--- config.mk ---
export PLATFORM = sky130hd
export DESIGN_NAME = fetch_unit
export DESIGN_NICKNAME = d
export VERILOG_FILES = /design/src/rtl/fetch_unit.sv
export SDC_FILE = /design/constraint.sdc
export NUM_CORES = 1
export LEC_CHECK = 0
export BUFFER_PORTS_ARGS = -buffer_cell sky130_fd_sc_hd__buf_4
export CAP_MARGIN = 20
export CORE_ASPECT_RATIO = 1.1
export CORE_MARGIN = 5
export CORE_UTILIZATION = 35
export DETAILED_ROUTE_END_ITERATION = 12
export PLACE_DENSITY_LB_ADDON = 0.2
export RECOVER_POWER = 50
export SETUP_SLACK_MARGIN = 0.05
export SYNTH_ARGS = -nofsm -noshare
export SYNTH_HDL_FRONTEND = slang
export SYNTH_SLANG_ARGS = --single-unit
--- constraint.sdc ---
create_clock -name clk_i -period 4.45 [get_ports clk_i]
set_input_delay 0.2225 -clock clk_i [delete_from_list [all_inputs] [get_ports clk_i]]
set_output_delay 0.2225 -clock clk_i [all_outputs]
set_load 0.05 [all_outputs]
--- src/rtl/fetch_unit.sv ---
// Instruction fetch stage: owns the PC, issues word reads to instruction memory under a
// credit limit, and hands {pc, instr} pairs to decode in order through a small FIFO.
module fetch_unit #(
  parameter logic [31:0] RESET_VECTOR = 32'h0000_0000,
  parameter int          FIFO_DEPTH   = 2
) (
  input  logic        clk_i,
  input  logic        rst_ni,
  output logic        imem_req_o,
  output logic [31:0] imem_addr_o,
  input  logic        imem_gnt_i,
  input  logic        imem_rvalid_i,
  input  logic [31:0] imem_rdata_i,
  input  logic        redirect_i,
  input  logic [31:0] redirect_pc_i,
  output logic        valid_o,
  input  logic        ready_i,
  output logic [31:0] instr_o,
  output logic [31:0] pc_o
);

  localparam int          CW       = $clog2(FIFO_DEPTH + 1);
  localparam int          AW       = $clog2(FIFO_DEPTH);
  localparam logic [CW:0] LP_DEPTH = (CW + 1)'(FIFO_DEPTH);
  localparam logic [31:0] LP_NOP   = 32'h0000_0013;

  typedef enum logic {
    S_RESET_WAIT = 1'b0,
    S_FETCH      = 1'b1
  } state_e;

  // Handshakes: memory request issues on imem_req_o && imem_gnt_i; a response is one
  // cycle of imem_rvalid_i; decode pops the head on valid_o && ready_i.
  state_e r_state;
  state_e w_state_next;

  logic [31:0]   r_pc;
  logic [CW-1:0] r_out;
  logic [CW-1:0] r_drop;
  logic [CW-1:0] r_count;
  logic [AW-1:0] r_wptr;
  logic [AW-1:0] r_rptr;
  logic [AW-1:0] r_tag_wptr;
  logic [AW-1:0] r_tag_rptr;

  logic [31:0] r_instr_mem [FIFO_DEPTH];
  logic [31:0] r_pc_mem    [FIFO_DEPTH];
  logic [31:0] r_tag_mem   [FIFO_DEPTH];

  logic          w_issue;
  logic          w_resp;
  logic          w_push;
  logic          w_pop;
  logic [CW:0]   w_credit_used;
  logic [CW-1:0] w_out_next;
  logic [CW-1:0] w_drop_next;
  logic [CW-1:0] w_count_next;
  logic [1:0]    w_unused_pc_lsb;

  assign w_unused_pc_lsb = redirect_pc_i[1:0];

  // Outstanding requests include stale ones still to be dropped, so a response always
  // finds room in the FIFO when it arrives.
  assign w_credit_used = {1'b0, r_out} + {1'b0, r_count};

  always_comb begin
    w_state_next = r_state;
    imem_req_o   = 1'b0;
    case (r_state)
      S_RESET_WAIT: w_state_next = S_FETCH;
      S_FETCH: begin
        w_state_next = S_FETCH;
        imem_req_o   = !redirect_i && (w_credit_used < LP_DEPTH);
      end
      default: w_state_next = S_RESET_WAIT;
    endcase
  end

  assign imem_addr_o = r_pc;

  assign w_issue = imem_req_o && imem_gnt_i;
  assign w_resp  = imem_rvalid_i && (r_out != '0);
  assign w_push  = w_resp && (r_drop == '0) && !redirect_i;
  assign w_pop   = (r_count != '0) && ready_i && !redirect_i;

  always_comb begin
    w_out_next   = r_out + CW'(w_issue) - CW'(w_resp);
    w_drop_next  = r_drop;
    w_count_next = r_count + CW'(w_push) - CW'(w_pop);
    if (redirect_i) begin
      // Everything still in flight after this cycle belongs to the old path.
      w_drop_next  = w_out_next;
      w_count_next = '0;
    end else if (w_resp && (r_drop != '0)) begin
      w_drop_next = r_drop - CW'(1);
    end
  end

  always_ff @(posedge clk_i or negedge rst_ni) begin
    if (!rst_ni) begin
      r_state    <= S_RESET_WAIT;
      r_pc       <= RESET_VECTOR;
      r_out      <= '0;
      r_drop     <= '0;
      r_count    <= '0;
      r_wptr     <= '0;
      r_rptr     <= '0;
      r_tag_wptr <= '0;
      r_tag_rptr <= '0;
    end else begin
      r_state <= w_state_next;
      r_out   <= w_out_next;
      r_drop  <= w_drop_next;
      r_count <= w_count_next;
      if (redirect_i) begin
        r_pc <= {redirect_pc_i[31:2], 2'b00};
      end else if (w_issue) begin
        r_pc <= r_pc + 32'd4;
      end
      if (redirect_i) begin
        r_wptr     <= '0;
        r_rptr     <= '0;
        r_tag_wptr <= '0;
        r_tag_rptr <= '0;
      end else begin
        if (w_issue) r_tag_wptr <= r_tag_wptr + AW'(1);
        if (w_push)  r_tag_rptr <= r_tag_rptr + AW'(1);
        if (w_push)  r_wptr     <= r_wptr + AW'(1);
        if (w_pop)   r_rptr     <= r_rptr + AW'(1);
      end
    end
  end

  // Tag FIFO records the PC of each issued request; responses pair with it in issue order.
  always_ff @(posedge clk_i) begin
    if (w_issue) begin
      r_tag_mem[r_tag_wptr] <= r_pc;
    end
    if (w_push) begin
      r_instr_mem[r_wptr] <= imem_rdata_i;
      r_pc_mem[r_wptr]    <= r_tag_mem[r_tag_rptr];
    end
  end

  assign valid_o = (r_count != '0);
  assign instr_o = valid_o ? r_instr_mem[r_rptr] : LP_NOP;
  assign pc_o    = valid_o ? r_pc_mem[r_rptr] : 32'h0;

endmodule

==> impl_metrics.toml, run 1 <==
[final_layout]
n_antenna_cell = 0
multiInputGateArea_um2 = 2500
areaGrowthSynthToFinish_pct = 30.5
design_area_um2 = 12100
nets = 929
drive_above_1_share = 0.216
fillers = 2420
seq_area_um2 = 6560

[timing]
relSlewSlack = -0.519
tightest_slew_ns = 2.28
hold_viol_final = 0
skew_ns = 0.0108
fin_crit_sh = 0.759
period_needed_ns = 3.38
fmax_mhz = 296
finalSetupViolations = 0
whs_ns = 0.0146
rsz0062_at_grt = "no"
setup_tns_ns = 0
slew_violations = 61

[worst_hold_path]
hp-class = "primary input to flop"
worstHoldStart = "redirect_pc_i[20]"
hold_depth = 3

[synthesis]
ys_ff_latch = 225
synth_top_cell_by_area = "edfxtp_1"
synth_area_leaders = "edfxtp_1, dfrtp_1, mux2i_1"
synthesis.area_um2 = 9240
synth-edff-count = 184
synth-main-ff-cell = "edfxtp_1"
yosysWarnings = 0
yosysUniqueCellTypes = 44
async_flop_share = 0.182
synth_most_common_cell = "edfxtp_1"
syn_inst = 628
synth.top_cell.area_share = 0.598
synth.cells.most_frequent = "edfxtp_1, nor2_1, mux2i_1"
synth_area_per_cell_um2 = 14.7
yosysSeqAreaShare = 0.709

[floorplanning]
die_w_um = 165
fp.dieH_um = 180
rows = 62
core_um2 = 26100
ios = 168
dieArea_um2 = 29800
initial_utilization = 0.355

[drt]
wl_um = 21100
drc = 0
ant_nets = 0
num_vias = 5779
highest_layer = "met4"
drt_pass1_iterations = 4
m1WireLength_um = 8550
drt_iter0_markers = 270
wl_met3_um = 1170
routedWlPerCell_um = 17.2
vias_per_cell = 4.73
wl_met2_um = 11100

[worst_setup_path]
worstPathCellList = "and2_0 -> fa_1 -> nand4bb_1 -> or4_4 -> or4_1 -> a31oi_1"
cp-startpoint = "r_count[0]$_DFF_PN0_"
arrival_ns = 3.80
setup.worst_path.class = "flop to flop"
cp_num_cells = 6
endpoint_kind = "flop"
critPathSlowestCell = "or4_4"
cp-start-kind = "flop"
crit_buf_inv = 0
critPathMaxStageDelay_ns = 0.84
r2r_start = "r_count[0]$_DFF_PN0_"
path_delay_family = "simple AND/OR/NAND/NOR gates"
required_ns = 4.87
cp_max_fo = 16
worstRegToRegCells = 6

[placed_design]
finalWeightedCongestion = 0.786
dpl.hpwl_um = 13800
place.port_buffers = 161
place_area_um2 = 10800

[pwr]
seqPwrFrac = 0.425
sw_frac_of_total = 0.332
pwr-share-clk = 0.303
power.leakage_uw = 0.00427
p_int_uw = 4220
power.density_nw_per_um2 = 523
p_sw_uw = 2090
ir_drop_v = 0.000264
pwr-share-comb = 0.272

[clock_network]
htreeDepth = 1
clk_latency_ns = 0.51
cts_setup_buffers = 0
cts_buffers = 24
cts_resized = 0
cts-root-buf = "clkbuf_16"
clock-sinks = 225
cts.hold.buffers_added = 60
clk_pin_slew_ns = 0.06
cts_tree = "built"
cts.path.max_buffers = 3

[global_routing]
antenna_found_initial = 0
gr-total-overflow = 0
grt_pass1_vias = 6090
grt_use_total = 0.141
grt_max_degree = 64
grt_pass1_wl_um = 33300

[run_status]
violations = "max-capacitance violations, max-slew violations"
outcome = "finished with violations"

[flow_run]
maxCapViolations = 2
cell families after synthesis:
group,after synthesis,share of synthesized area
multiplexers,94,0.106
XOR/XNOR,21,0.0199
other,2,0.000813
AND/OR/NAND/NOR,183,0.0986
buffers and inverters,48,0.0219
adder cells (fa/ha/maj),7,0.0103
flip-flops,225,0.709
AO/OA/AOI/OAI,48,0.0334
layout make-up:
| type | count | area share |
|---|---|---|
| clock buffers | 33 | 0.0569 |
| clock inverters | 11 | 0.00695 |
| inverters | 12 | 0.00373 |
| multi-input cells | 358 | 0.207 |
| flip-flops and latches | 225 | 0.544 |
| well taps | 352 | 0.0365 |
| repair buffers | 231 | 0.145 |
state kept, by name (all words and copies together) (netlist names):
signal,count
r_tag_rptr,1
r_out,2
r_drop,2
r_state,1
r_wptr,1
r_tag_mem,60
r_count,2
imem_addr_o,30
r_pc_mem,60
r_instr_mem,64
r_tag_wptr,1
r_rptr,1
power by group through the flow:
stage                     registers [uW]  logic [uW]  clock network [uW]
after floorplan                     2740        1160                   0
final                               2680        1720                1910
after global routing                2710        1850                2060
after global placement              2750        1690                   0
after detailed placement            2760        1720                   0
after CTS                           2720        1770                1960
metrics by stage:
step / worst slack (ns) / cells / util / total power (uW)
floorplan: 0.431 / 631 / - / 3910
global placement: 1.47 / 1117 / 0.416 / 4450
detailed placement: 1.38 / 1117 / 0.416 / 4480
CTS: 1.48 / 1221 / 0.468 / 6450
global route: 0.909 / 1222 / 0.463 / 6610
finish: 1.07 / 1222 / 0.463 / 6310
path summary, 6_finish.rpt:
| path | end | slack (ns) |
|---|---|---|
| setup / recovery | imem_addr_o[20]$_DFFE_PN0P_ | 1.07 |
| hold / removal | imem_addr_o[20]$_DFFE_PN0P_ | 0.01 |
| setup reg to reg | imem_addr_o[20]$_DFFE_PN0P_ | 1.07 |
| hold reg to reg | r_pc_mem[1][25]$_DFFE_PP_ | 0.56 |
| max in group asynchronous | r_rptr$_DFFE_PN0P_ | 1.89 |
| min in group asynchronous | imem_addr_o[30]$_DFFE_PN0P_ | 0.94 |
worst min-delay path, cell delays in order:
cell and delay [ns]:
buf_4 0.11, nor2_1 0.09, a31oi_1 0.05
layer usage:
metal | vias up | track usage
met5 | - | 0
met4 | 0 | 0.0319
met3 | 21 | 0.0229
met2 | 164 | 0.255
met1 | 2812 | 0.176
li1 | 2782 | -
placed cells by master (no fill, tap or decap), types with 2 or more instances in the layout:
master	synthesis	routed
nand3_1	10	10
mux2_1	0	21
o311ai_0	2	2
clkbuf_4	0	25
a31oi_1	13	13
clkbuf_16	0	25
clkbuf_8	0	3
clkinv_1	0	2
ha_1	6	6
dlygate4sd3_1	0	60
o211ai_1	2	2
o31ai_1	12	12
nor2b_1	3	3
clkinv_2	0	6
nand2_1	34	34
o21ai_0	16	16
xnor2_1	15	15
or3_1	3	3
nand4_1	9	9
xor2_1	6	6
conb_1	2	5
clkbuf_1	21	45
nor2_4	0	2
nor4_1	4	4
mux2i_1	63	63
nor3_1	5	5
edfxtp_1	184	184
inv_1	12	12
mux2_2	31	10
or4_1	18	18
buf_4	4	104
nor2_1	84	81
dfrtp_1	41	40
No activity file was read; power rests on OpenSTA's default activity.
==> run 2, diff against run 1 <==
==> constraint.sdc (replaced) <==
create_clock -name clk_i -period 3.3 [get_ports clk_i]
set_input_delay 0.165 -clock clk_i [delete_from_list [all_inputs] [get_ports clk_i]]
set_output_delay 0.165 -clock clk_i [all_outputs]
set_load 0.05 [all_outputs]
==> run 2 against run 1 <==
Global-route usage decreased by 0.19 points. Sequential power grew 35%. Die area unchanged. The run still ends with max-capacitance violations, max-slew violations left. Critical path type unchanged. Highest routed layer unchanged. Sequential share of layout area shrank 0.10 points. Critical endpoint is now imem_addr_o[30]$_DFFE_PN0P_.
==> impl_metrics.toml, run 2 (synthesis results as in run 1) <==
[run_status]
outcome = "finished with violations"
violations = "max-capacitance violations, max-slew violations"

[final_layout]
largestRegisters = "r_instr_mem (64), r_pc_mem (60), r_tag_mem (60)"
nets = 932
n_antenna_cell = 0
final_common_cell = "edfxtp_1"
multiInputGateArea_um2 = 2510
largest_register_ffs = 64
fillers = 2406
design_area_um2 = 12100
seq_area_um2 = 6560
mostFrequentLayoutCells = "edfxtp_1, buf_4, nor2_1"
areaGrowthSynthToFinish_pct = 30.8
drive_above_1_share = 0.212
largest-register = "r_instr_mem"

[global_routing]
grt_pass1_vias = 6178
antenna_found_initial = 0
grt_use_total = 0.139
gr-total-overflow = 0
grt_max_degree = 63
grt_pass1_wl_um = 32900

[worst_setup_path]
arrival_ns = 3.15
reg2reg_to = "imem_addr_o[30]$_DFFE_PN0P_"
endpoint_kind = "flop"
required_ns = 3.72
worstRegToRegCells = 6
setup.worst_path.class = "flop to flop"
r2r_slack_ns = 0.57
cp-start-kind = "flop"
cp_max_fo = 14
r2r_start = "r_out[0]$_DFF_PN0_"

[clock_network]
cts.hold.buffers_added = 63
cts-root-buf = "clkbuf_16"
cts.path.max_buffers = 3
clk_pin_slew_ns = 0.06
htreeDepth = 1
cts_tree = "built"
cts_resized = 0
cts_setup_buffers = 0
clk_latency_ns = 0.50
clock-sinks = 225
cts_buffers = 24

[pwr]
seqPwrFrac = 0.424
power.leakage_uw = 0.00426
ir_drop_v = 0.000363
pwr-share-comb = 0.274
sw_frac_of_total = 0.331
pwr-share-clk = 0.302
power.density_nw_per_um2 = 705
p_int_uw = 5700
p_total_uw = 8520
p_sw_uw = 2820

[timing]
slew_violations = 195
fmax_mhz = 367
relSlewSlack = -0.533
tightest_slew_ns = 2.30
rsz0062_at_grt = "no"
fin_crit_sh = 0.826
finalSetupViolations = 0
skew_ns = 0.00737
period_needed_ns = 2.73
hold_viol_final = 0

[drt]
drt_iter0_markers = 275
vias_per_cell = 4.73
num_vias = 5798
routedWlPerCell_um = 17.1
drt_pass1_iterations = 4
drc = 0
ant_nets = 0
wl_um = 20900

[worst_hold_path]
hp-class = "primary input to flop"
min_to = "r_tag_rptr$_DFFE_PN0P_"
hold_depth = 2
worstHoldStart = "redirect_i"

[floorplanning]
dieArea_um2 = 29800
initial_utilization = 0.355
ios = 168
die_w_um = 165
core_um2 = 26100
fp.dieH_um = 180
rows = 62

[placed_design]
dpl.hpwl_um = 13400
place_area_um2 = 10900
finalWeightedCongestion = 0.785
place.port_buffers = 161

[flow_run]
maxCapViolations = 4
[run 2: layout make-up]
class / instances / area share
Clock buffer: 36 / 0.0577
Clock inverter: 8 / 0.00549
Inverter: 12 / 0.00373
Multi-Input combinational cell: 358 / 0.208
Sequential cell: 225 / 0.543
Tap cell: 352 / 0.0365
Timing Repair Buffer: 234 / 0.146
[run 2: worst max-delay path by stage]
stage / slack, ns / cells past startpoint / endpoint / from
after detailed placement: 0.58 / 6 / imem_addr_o[22]$_DFFE_PN0P_ / r_count[0]$_DFF_PN0_
final: 0.57 / 6 / imem_addr_o[30]$_DFFE_PN0P_ / r_out[0]$_DFF_PN0_
after global placement: 0.63 / 6 / imem_addr_o[20]$_DFFE_PN0P_ / r_count[0]$_DFF_PN0_
after floorplan: -0.66 / 5 / r_instr_mem[0][0]$_DFFE_PP_ / redirect_i
after CTS: 0.54 / 6 / imem_addr_o[30]$_DFFE_PN0P_ / r_count[0]$_DFF_PN0_
after global routing: 0.25 / 2 / r_rptr$_DFFE_PN0P_ / rst_ni
[run 2: metal layers]
metal | share of wire | track usage | vias to the layer above
met4 | 0.025 | 0.0436 | 0
li1 | - | - | 2789
met2 | 0.51 | 0.246 | 148
met1 | 0.41 | 0.171 | 2828
met3 | 0.056 | 0.0252 | 33
met5 | 0 | 0 | -
[run 2: worst max-delay path, stage by stage (launching register included)]
cell       delay [ns]
dfrtp_1          0.40
and2_1           0.18
fa_1             0.48
nand4bb_4        0.22
or4_4            0.65
or4_1            0.52
a31oi_1          0.19
[run 2: stage by stage]
stage          hold slack (ns)  setup WS, ns  instances  utilization  TNS [ns]
2_1_floorplan           -0.131        -0.661        631            -    -81.99
3_3_place_gp             0.185         0.632       1118        0.418         0
3_5_place_dp             0.192         0.583       1118        0.418         0
4_1_cts                 0.0842         0.541       1225        0.471         0
5_1_grt                  0.111         0.246       1225        0.464         0
6_report                 0.102         0.574       1225        0.464         0
[run 2: power by group through the flow]
stage,logic (uW),clock network (uW),registers (uW)
after CTS,2450,2660,3620
after global routing,2510,2760,3650
after floorplan,1570,0,3700
after global placement,2350,0,3660
final,2330,2580,3620
after detailed placement,2380,0,3670
